File: src/rtl/mips_trace_unit.sv
// mips_trace_unit: execution-trace recorder and run controller for the MIPS cores.
// Captures retired {pc, ir} pairs into a ring buffer and counts RUN cycles and
// captured instructions. Ends the run on a halt encoding, a same-PC self-loop,
// or a cycle timeout. The buffer is read back through a registered port.
module mips_trace_unit #(
  parameter int unsigned     PC_W       = 32,
  parameter int unsigned     IR_W       = 32,
  parameter int unsigned     DEPTH      = 16,
  parameter int unsigned     CNT_W      = 32,
  parameter logic [IR_W-1:0] HALT_IR    = IR_W'(32'h0000000C),
  parameter int unsigned     LOOP_N     = 3,
  parameter int unsigned     MAX_CYCLES = 10000
) (
  input  logic                       clk,
  input  logic                       rst,
  input  logic                       en,
  input  logic                       retire,
  input  logic [PC_W-1:0]            pc,
  input  logic [IR_W-1:0]            ir,
  input  logic                       rd_en,
  input  logic [$clog2(DEPTH)-1:0]   rd_idx,
  output logic                       rd_valid,
  output logic                       rd_miss,
  output logic [PC_W+IR_W-1:0]       rd_data,
  output logic [$clog2(DEPTH):0]     entries,
  output logic [CNT_W-1:0]           cycle_cnt,
  output logic [CNT_W-1:0]           instr_cnt,
  output logic [1:0]                 state,
  output logic                       done
);

  localparam int unsigned AW = $clog2(DEPTH);
  localparam int unsigned EW = AW + 1;
  localparam int unsigned DW = PC_W + IR_W;
  localparam int unsigned LW = $clog2(LOOP_N + 1);

  typedef enum logic [1:0] {
    ST_IDLE    = 2'd0,
    ST_RUN     = 2'd1,
    ST_HALTED  = 2'd2,
    ST_TIMEOUT = 2'd3
  } state_t;

  state_t          st_q;
  state_t          st_d;
  logic [AW-1:0]   wr_ptr;
  logic [PC_W-1:0] last_pc;
  logic [LW-1:0]   same_cnt;
  logic [DW-1:0]   mem [DEPTH];

  logic            run_tick;
  logic            capture;
  logic            halt_hit;
  logic            tmo_hit;
  logic [LW-1:0]   same_nxt;
  logic [AW-1:0]   rd_slot;
  logic            rd_hit;

  assign state = st_q;

  // Next-state and per-cycle control: what counts, what is captured, why the run ends
  always_comb begin
    st_d     = st_q;
    run_tick = 1'b0;
    capture  = 1'b0;
    halt_hit = 1'b0;
    tmo_hit  = 1'b0;
    same_nxt = same_cnt;
    case (st_q)
      ST_IDLE: begin
        if (en) st_d = ST_RUN;
      end
      ST_RUN: begin
        if (en) begin
          run_tick = 1'b1;
          capture  = retire;
          if (retire) begin
            // same_cnt == 0 means nothing captured yet, so the first capture counts 1
            if ((same_cnt != '0) && (pc == last_pc)) same_nxt = same_cnt + LW'(1);
            else                                     same_nxt = LW'(1);
            halt_hit = (ir == HALT_IR) || (same_nxt == LW'(LOOP_N));
          end
          tmo_hit = (MAX_CYCLES != 0) &&
                    ((cycle_cnt + CNT_W'(1)) == CNT_W'(MAX_CYCLES));
          if (halt_hit)     st_d = ST_HALTED;
          else if (tmo_hit) st_d = ST_TIMEOUT;
        end
      end
      default: begin
        st_d = st_q;
      end
    endcase
  end

  // State, counters, write pointer and loop tracking
  always_ff @(posedge clk) begin
    if (rst) begin
      st_q      <= ST_IDLE;
      done      <= 1'b0;
      wr_ptr    <= '0;
      entries   <= '0;
      cycle_cnt <= '0;
      instr_cnt <= '0;
      last_pc   <= '0;
      same_cnt  <= '0;
    end else begin
      st_q <= st_d;
      done <= (st_d == ST_HALTED) || (st_d == ST_TIMEOUT);
      if (run_tick) cycle_cnt <= cycle_cnt + CNT_W'(1);
      if (capture) begin
        wr_ptr    <= wr_ptr + AW'(1);
        if (entries != EW'(DEPTH)) entries <= entries + EW'(1);
        instr_cnt <= instr_cnt + CNT_W'(1);
        last_pc   <= pc;
        same_cnt  <= same_nxt;
      end
    end
  end

  // Trace storage; contents are not reset
  always_ff @(posedge clk) begin
    if (capture && !rst) mem[wr_ptr] <= {pc, ir};
  end

  // Map logical index (0 = oldest) onto the physical slot
  always_comb begin
    rd_slot = wr_ptr - entries[AW-1:0] + rd_idx;
    rd_hit  = ({1'b0, rd_idx} < entries);
  end

  // Registered read; sees the buffer before any same-cycle write
  always_ff @(posedge clk) begin
    if (rst) begin
      rd_valid <= 1'b0;
      rd_miss  <= 1'b0;
      rd_data  <= '0;
    end else begin
      rd_valid <= rd_en;
      if (rd_en) begin
        rd_miss <= !rd_hit;
        rd_data <= rd_hit ? mem[rd_slot] : '0;
      end
    end
  end

endmodule

File: config.mk
export PLATFORM = sky130hd
export DESIGN_NAME = mips_trace_unit
export DESIGN_NICKNAME = d
export VERILOG_FILES = /design/src/rtl/mips_trace_unit.sv
export SDC_FILE = /design/constraint.sdc
export NUM_CORES = 1
export LEC_CHECK = 0
export ABC_AREA = 0
export ABC_CLOCK_PERIOD_IN_PS = 14900
export CORE_MARGIN = 2
export CORE_UTILIZATION = 41
export DETAILED_ROUTE_END_ITERATION = 16
export PLACE_DENSITY_LB_ADDON = 0.1
export SETUP_SLACK_MARGIN = 0.4
export SLEW_MARGIN = 15
export SYNTH_ARGS = -nofsm -noshare
export SYNTH_HDL_FRONTEND = slang
export SYNTH_SLANG_ARGS = --single-unit
File: constraint.sdc
create_clock -name clk -period 14.9 [get_ports clk]
set_clock_uncertainty 0.15 [all_clocks]
set_input_delay 2.235 -clock clk [delete_from_list [all_inputs] [get_ports clk]]
set_output_delay 2.235 -clock clk [all_outputs]
set_load 0.05 [all_outputs]
==> results of run 1 <==
-- registers in the layout (all words and copies together) (netlist names), named ones only --
register and flops:
wr_ptr 4, same_cnt 2, rd_miss 1, rd_valid 1, mem 1024, instr_cnt 32
cycle_cnt 32, last_pc 32, rd_data 64, entries 5
-- worst max-delay path, delay by kind of cell --
family,cells,cell delay [ns]
compound gates,2,0.22
fa+ha+maj,2,1.66
buf+inv,4,2.26
mux,3,0.73
-- cell families after synthesis --
| logic type | after synthesis |
|---|---|
| xor gates and xnor gates | 99 |
| DFF | 1199 |
| adders and majority gates | 20 |
| muxes | 453 |
| and+or+nand+nor | 406 |
| AOI/OAI and AO/OA | 219 |
| buffers and inverters | 175 |
-- layer usage --
| metal | track usage [%] | up-vias | share of wire (%) |
|---|---|---|---|
| met3 | 3.63 | 159 | 5.4 |
| met5 | 0 | - | 0.024 |
| met1 | 27.7 | 13200 | 43 |
| met2 | 34.4 | 698 | 50 |
| li1 | - | 10800 | - |
| met4 | 5.81 | 4 | 2.2 |
-- worst paths after layout --
path	startpoint	endpoint	slack (ns)
max	rd_idx[1]	rd_data[22]	8.07
min	last_pc[12]	last_pc[12]	0.32
max reg2reg	wr_ptr[0]	rd_data[22]	9.50
min reg2reg	last_pc[12]	last_pc[12]	0.32
-- power breakdown --
| part | total, W | switching [W] | internal [W] |
|---|---|---|---|
| sequential | 0.00367 | 0.0000154 | 0.00366 |
| clock | 0.00313 | 0.00132 | 0.00181 |
| combinational | 0.000796 | 0.000441 | 0.000355 |
-- synthesized netlist by cell type, types with 65 or more instances --
library cell	count	area, sq um
o211ai_1	65	488
xor2_1	68	596
nand2_1	107	402
nor2_1	87	327
a21oi_1	113	566
mux2i_1	195	1950
mux4_2	256	5770
nand2b_1	67	419
clkbuf_1	92	345
dfxtp_1	175	3500
edfxtp_1	1024	30700
-- cell type report --
| cell class | instances | area share, % |
|---|---|---|
| Antenna cell | 2 | 0.00904 |
| Clock buffer | 171 | 6.53 |
| Clock inverter | 71 | 0.999 |
| Inverter | 27 | 0.183 |
| Multi-Input combinational cell | 1197 | 22.5 |
| Sequential cell | 1199 | 61.9 |
| Tap cell | 1512 | 3.42 |
| Timing Repair Buffer | 259 | 4.48 |
-- per-stage QoR --
step                      std cells  instance area [sq um]
after floorplan                2571                  47300
after global routing           4437                  55400
after global placement         4194                  51200
after CTS                      4436                  55400
final                          4438                  55400
after detailed placement       4194                  51200
==> impl_metrics.yaml, run 1 <==
placed_design:
  place_worst_setup_slack_ns: 7.24
  gp_congestion: 0.785
  portBuffers: 210
  hpwl_um: 64400
timing:
  fin_hold_ws_ns: 0.316
  setup_viol: 0
  fin_ws_ns: 8.07
  fin_crit_ns: 6.83
  timing.slew.headroom_pct: 22.2
  post-route-period-util_pct: 45.8
  rsz0062_at_grt: "no"
  finalSetupTns_ns: 0
  maxSlewViolCount: 0
  hold_viol_final: 0
  max_freq_mhz: 146
  worst_pin_slew_ns: 1.16
drt:
  via_count: 24800
  drt_iter0_drc: 2035
  detail_route.wl_per_cell_um: 27.2
  ant_nets: 0
  firstDrtPassIters: 5
  drc: 0
  vias_per_cell: 5.60
  wl_um: 121000
clock_network:
  cts.clk_slew.worst_paths_ns: 0.06
  root_buffer: "clkbuf_16"
  cts.sinks: 1199
  clockBufferDepth: 3
  cts_buffers: 130
  cts_hold_repair.buffers: 0
  cts-resized-gates: 0
  tritoncts: "built"
  clk_latency_ns: 0.73
  cts_setup_buffers: 0
  cts-htree-levels: 4
status:
  status: "completed"
floorplanning:
  start_util_pct: 41.3
  fp-row-count: 124
  dieArea_sq_mm: 0.118
  fp.dieW_um: 344
  ios: 211
  coreArea_sq_mm: 0.114
  die_h_um: 344
synth:
  synth_nets: 2664
  syn_avg_cell_area_sq_um: 18.4
  synth_top_family_by_area: "multiplexers"
  synthMuxAreaShare_pct: 16.4
  synth_compound_area_share_pct: 2.85
  synth.distinct_cells: 56
  netlist_area_sq_mm: 0.0473
  ys_seq_area_share_pct: 72.5
  synth_seq_cells: 1199
  synth_edf_count: 1024
  ys_async_sr_fraction_pct: 0
  netlist_instances: 2571
  ys.flop_type: "edfxtp_1"
  yosysWarnings: 0
  synth_adder_area_share_pct: 0.577
  yosys.area_share.simple_pct: 4.39
  synth_xor_area_share_pct: 1.85
min_path:
  hold_path_class: "register to register"
  hold-path-cell-count: 2
finish:
  multiInputGateArea_sq_mm: 0.0125
  drive_gt1_share_pct: 18.2
  finalNetCount: 2907
  final_cell_mix: "edfxtp_1, mux4_2, clkdlybuf4s50_1, mux2i_1, dfxtp_1"
  fillers: 9434
  final_core_util_pct: 48.4
  register_area_sq_mm: 0.0343
  final_common_cell: "edfxtp_1"
  area_delta_synth_final_pct: 17.1
setup_path:
  critPathCaptureType: "register"
  r2r_cells: 13
  cp-start-kind: "input port"
  arrival_ns: 7.26
  cp.required_ns: 15.33
  max_stage_delay_ns: 1.14
  crit_fanout: 65
  worstPathCellList: "clkdlybuf4s50_1, inv_1, fa_1, fa_4, buf_4, buf_4, mux4_2, mux2i_1, mux2i_1, o211ai_1, a21oi_1"
  critical_path_class: "input port to register"
  crit_slowest_cell: "fa_4"
power:
  irDropWorstVdd_uv: 116
  power_density_mw_per_mm2: 137
  p_leak_nw: 17.7
  total_power_w: 0.00759
global_route:
  grtUsageTotal_pct: 20.5
  grt_pass1_vias: 25600
  grt_max_degree: 96
  antenna_found_initial: 8
  grt-ovfl-total: 0
  grt_pass1_wl_um: 175000
flow_run:
  drv_cap: 0
(Power assumes the default switching activity.)
==> inputs of run 2 (changes only) <==
Settings changed: ABC_CLOCK_PERIOD_IN_PS 14900 to 6930.
Clock period 14.9 ns to 6.93 ns, I/O delays scaled along.
==> run 2 against run 1 <==
Hold slack lost 0.0021 ns. Register-to-register slack worse by 6.8 ns. Final area is 0.81% higher. Global-route usage grew 0.26 points. Count of clock-buffer cells in the layout is 28 higher. Non-clock buffer count is 9 higher. Die area stayed put. Combinational power rose by 120%. Critical path type unchanged. Critical endpoint is now rd_data[13]. Largest cell class unchanged. Highest routed layer is now met4.
==> impl_metrics.yaml, run 2 (synthesis results as in run 1) <==
setup_path:
  critPathCaptureType: "register"
  r2r-start: "wr_ptr[0]"
  arrival_ns: 4.99
  critical_path_class: "input port to register"
  worstPathCellList: "clkdlybuf4s50_1, inv_1, fa_1, fa_4, buf_12, buf_12, mux4_2, mux2i_1, mux2i_1, o211ai_1, a21oi_1"
  crit_fanout: 47
  cp.required_ns: 7.35
  crit_slowest_cell: "fa_4"
  max_stage_delay_ns: 1.18
  cp-start-kind: "input port"
  critPathLaunch: "rd_idx[1]"
  cp_top_family: "adder cells"
  cp_num_buf_inv: 4
finish:
  final_cell_mix: "edfxtp_1, mux4_2, clkdlybuf4s50_1, mux2i_1, dfxtp_1"
  stdcell_count: 4450
  largestRegisters: "mem: 1024 flops, rd_data: 64 flops"
  drive_gt1_share_pct: 17.9
  final_area_sq_mm: 0.0558
  final_common_cell: "edfxtp_1"
  top_register: "mem"
  largest_reg_flops: 1024
  finalNetCount: 2920
  area_delta_synth_final_pct: 18.1
placed_design:
  place_inst: 4203
  gp_congestion: 0.792
  hpwl_um: 65100
  placed_area_sq_mm: 0.0515
  portBuffers: 210
clock_network:
  cts_buffers: 134
  cts-htree-levels: 4
  cts.clk_slew.worst_paths_ns: 0.05
  cts_hold_repair.buffers: 0
  cts.sinks: 1199
  cts-resized-gates: 0
  cts_setup_buffers: 0
  clockBufferDepth: 3
  tritoncts: "built"
  root_buffer: "clkbuf_16"
  clk_latency_ns: 0.73
timing:
  fin_crit_ns: 4.57
  finalSetupTns_ns: 0
  timing.slew.headroom_pct: 26.0
  fin_hold_ws_ns: 0.314
  max_freq_mhz: 219
  setup_viol: 0
  hold_viol_final: 0
  maxSlewViolCount: 0
  worst_pin_slew_ns: 1.11
  rsz0062_at_grt: "no"
  post-route-period-util_pct: 66.0
floorplanning:
  fp.dieW_um: 344
  start_util_pct: 41.3
  coreArea_sq_mm: 0.114
  ios: 211
  die_h_um: 344
  dieArea_sq_mm: 0.118
  fp-row-count: 124
global_route:
  grt_max_degree: 91
  grt_pass1_vias: 25800
  antenna_found_initial: 5
  grt-ovfl-total: 0
  grt_pass1_wl_um: 177000
  grtUsageTotal_pct: 20.8
power:
  switchingPower_w: 0.00376
  combPwrFrac_pct: 10.5
  power_frac_seq_pct: 47.7
  clkPwrFrac_pct: 41.7
  netSwitchingFraction_pct: 22.7
  power_density_mw_per_mm2: 296
  p_leak_nw: 17.9
  irDropWorstVdd_uv: 209
  p_int_w: 0.0128
drt:
  drc: 0
  vias_per_cell: 5.64
  wl_um: 122000
  drt_iter0_drc: 2390
  firstDrtPassIters: 6
  ant_nets: 0
  detail_route.wl_per_cell_um: 27.4
  via_count: 25100
min_path:
  worstHoldStart: "last_pc[21]"
  hold_path_class: "register to register"
status:
  status: "completed"
flow_run:
  drv_cap: 0
run 2: changes by cell type in the layout (fill, tap and decap cells not counted), moves of 3 or more:
cell	delta
buf_12	+19
buf_4	-10
bufinv_16	+3
clkbuf_1	+23
clkbuf_16	+6
clkinv_1	-7
clkinv_2	-16
clkinvlp_4	-6
run 2: worst reg2reg max path, cell delays in order (launching register included):
cell	delay (ns)
dfxtp_1	0.43
inv_1	0.12
ha_1	0.28
inv_1	0.09
ha_4	0.13
inv_1	0.05
fa_4	1.23
buf_12	0.37
buf_12	0.33
mux4_2	0.37
mux2i_1	0.22
mux2i_1	0.12
o211ai_1	0.12
a21oi_1	0.08
run 2: power groups by stage:
stage	logic, W	clock network [W]	registers (W)
after detailed placement	0.00177	0	0.00805
after CTS	0.00177	0.00708	0.00790
after floorplan	0.00111	0	0.00813
after global routing	0.00187	0.00735	0.00790
final	0.00174	0.00691	0.00790
after global placement	0.00176	0	0.00805
run 2: layout make-up:
cell class | instances | area [sq um]
Clock inverter | 44 | 468
Fill cell | 9499 | 58500
Inverter | 27 | 101
Timing Repair Buffer | 268 | 2790
Sequential cell | 1199 | 34300
Tap cell | 1512 | 1890
Antenna cell | 4 | 10.0
Multi-Input combinational cell | 1197 | 12500
Clock buffer | 199 | 3840
run 2: per-stage QoR:
| stage | util [%] | total power (W) | setup WS, ns |
|---|---|---|---|
| detailed placement | 45.0 | 0.00982 | 1.56 |
| CTS | 48.8 | 0.0168 | 2.35 |
| global placement | 45.0 | 0.00981 | 1.52 |
| finish | 48.8 | 0.0165 | 2.36 |
| global route | 48.8 | 0.0171 | 2.20 |
| floorplan | - | 0.00925 | 1.63 |
run 2: path summary, 6_finish.rpt:
check                           depth (start not counted)     endpoint  slack [ns]
worst min register to register                          2  last_pc[21]        0.31
worst max register to register                         13  rd_data[13]        2.69
worst max-delay path                                   11  rd_data[13]        2.36
worst min-delay path                                    2  last_pc[21]        0.31
run 2: routing by layer:
layer	track usage, %	routed length, um	share of wire, %	vias to the layer above
met5	0	0	0	-
met4	5.46	2210	1.8	0
met3	2.95	5850	4.8	148
met2	34.2	60200	49	651
met1	29.2	53400	44	13500
li1	-	-	-	10800
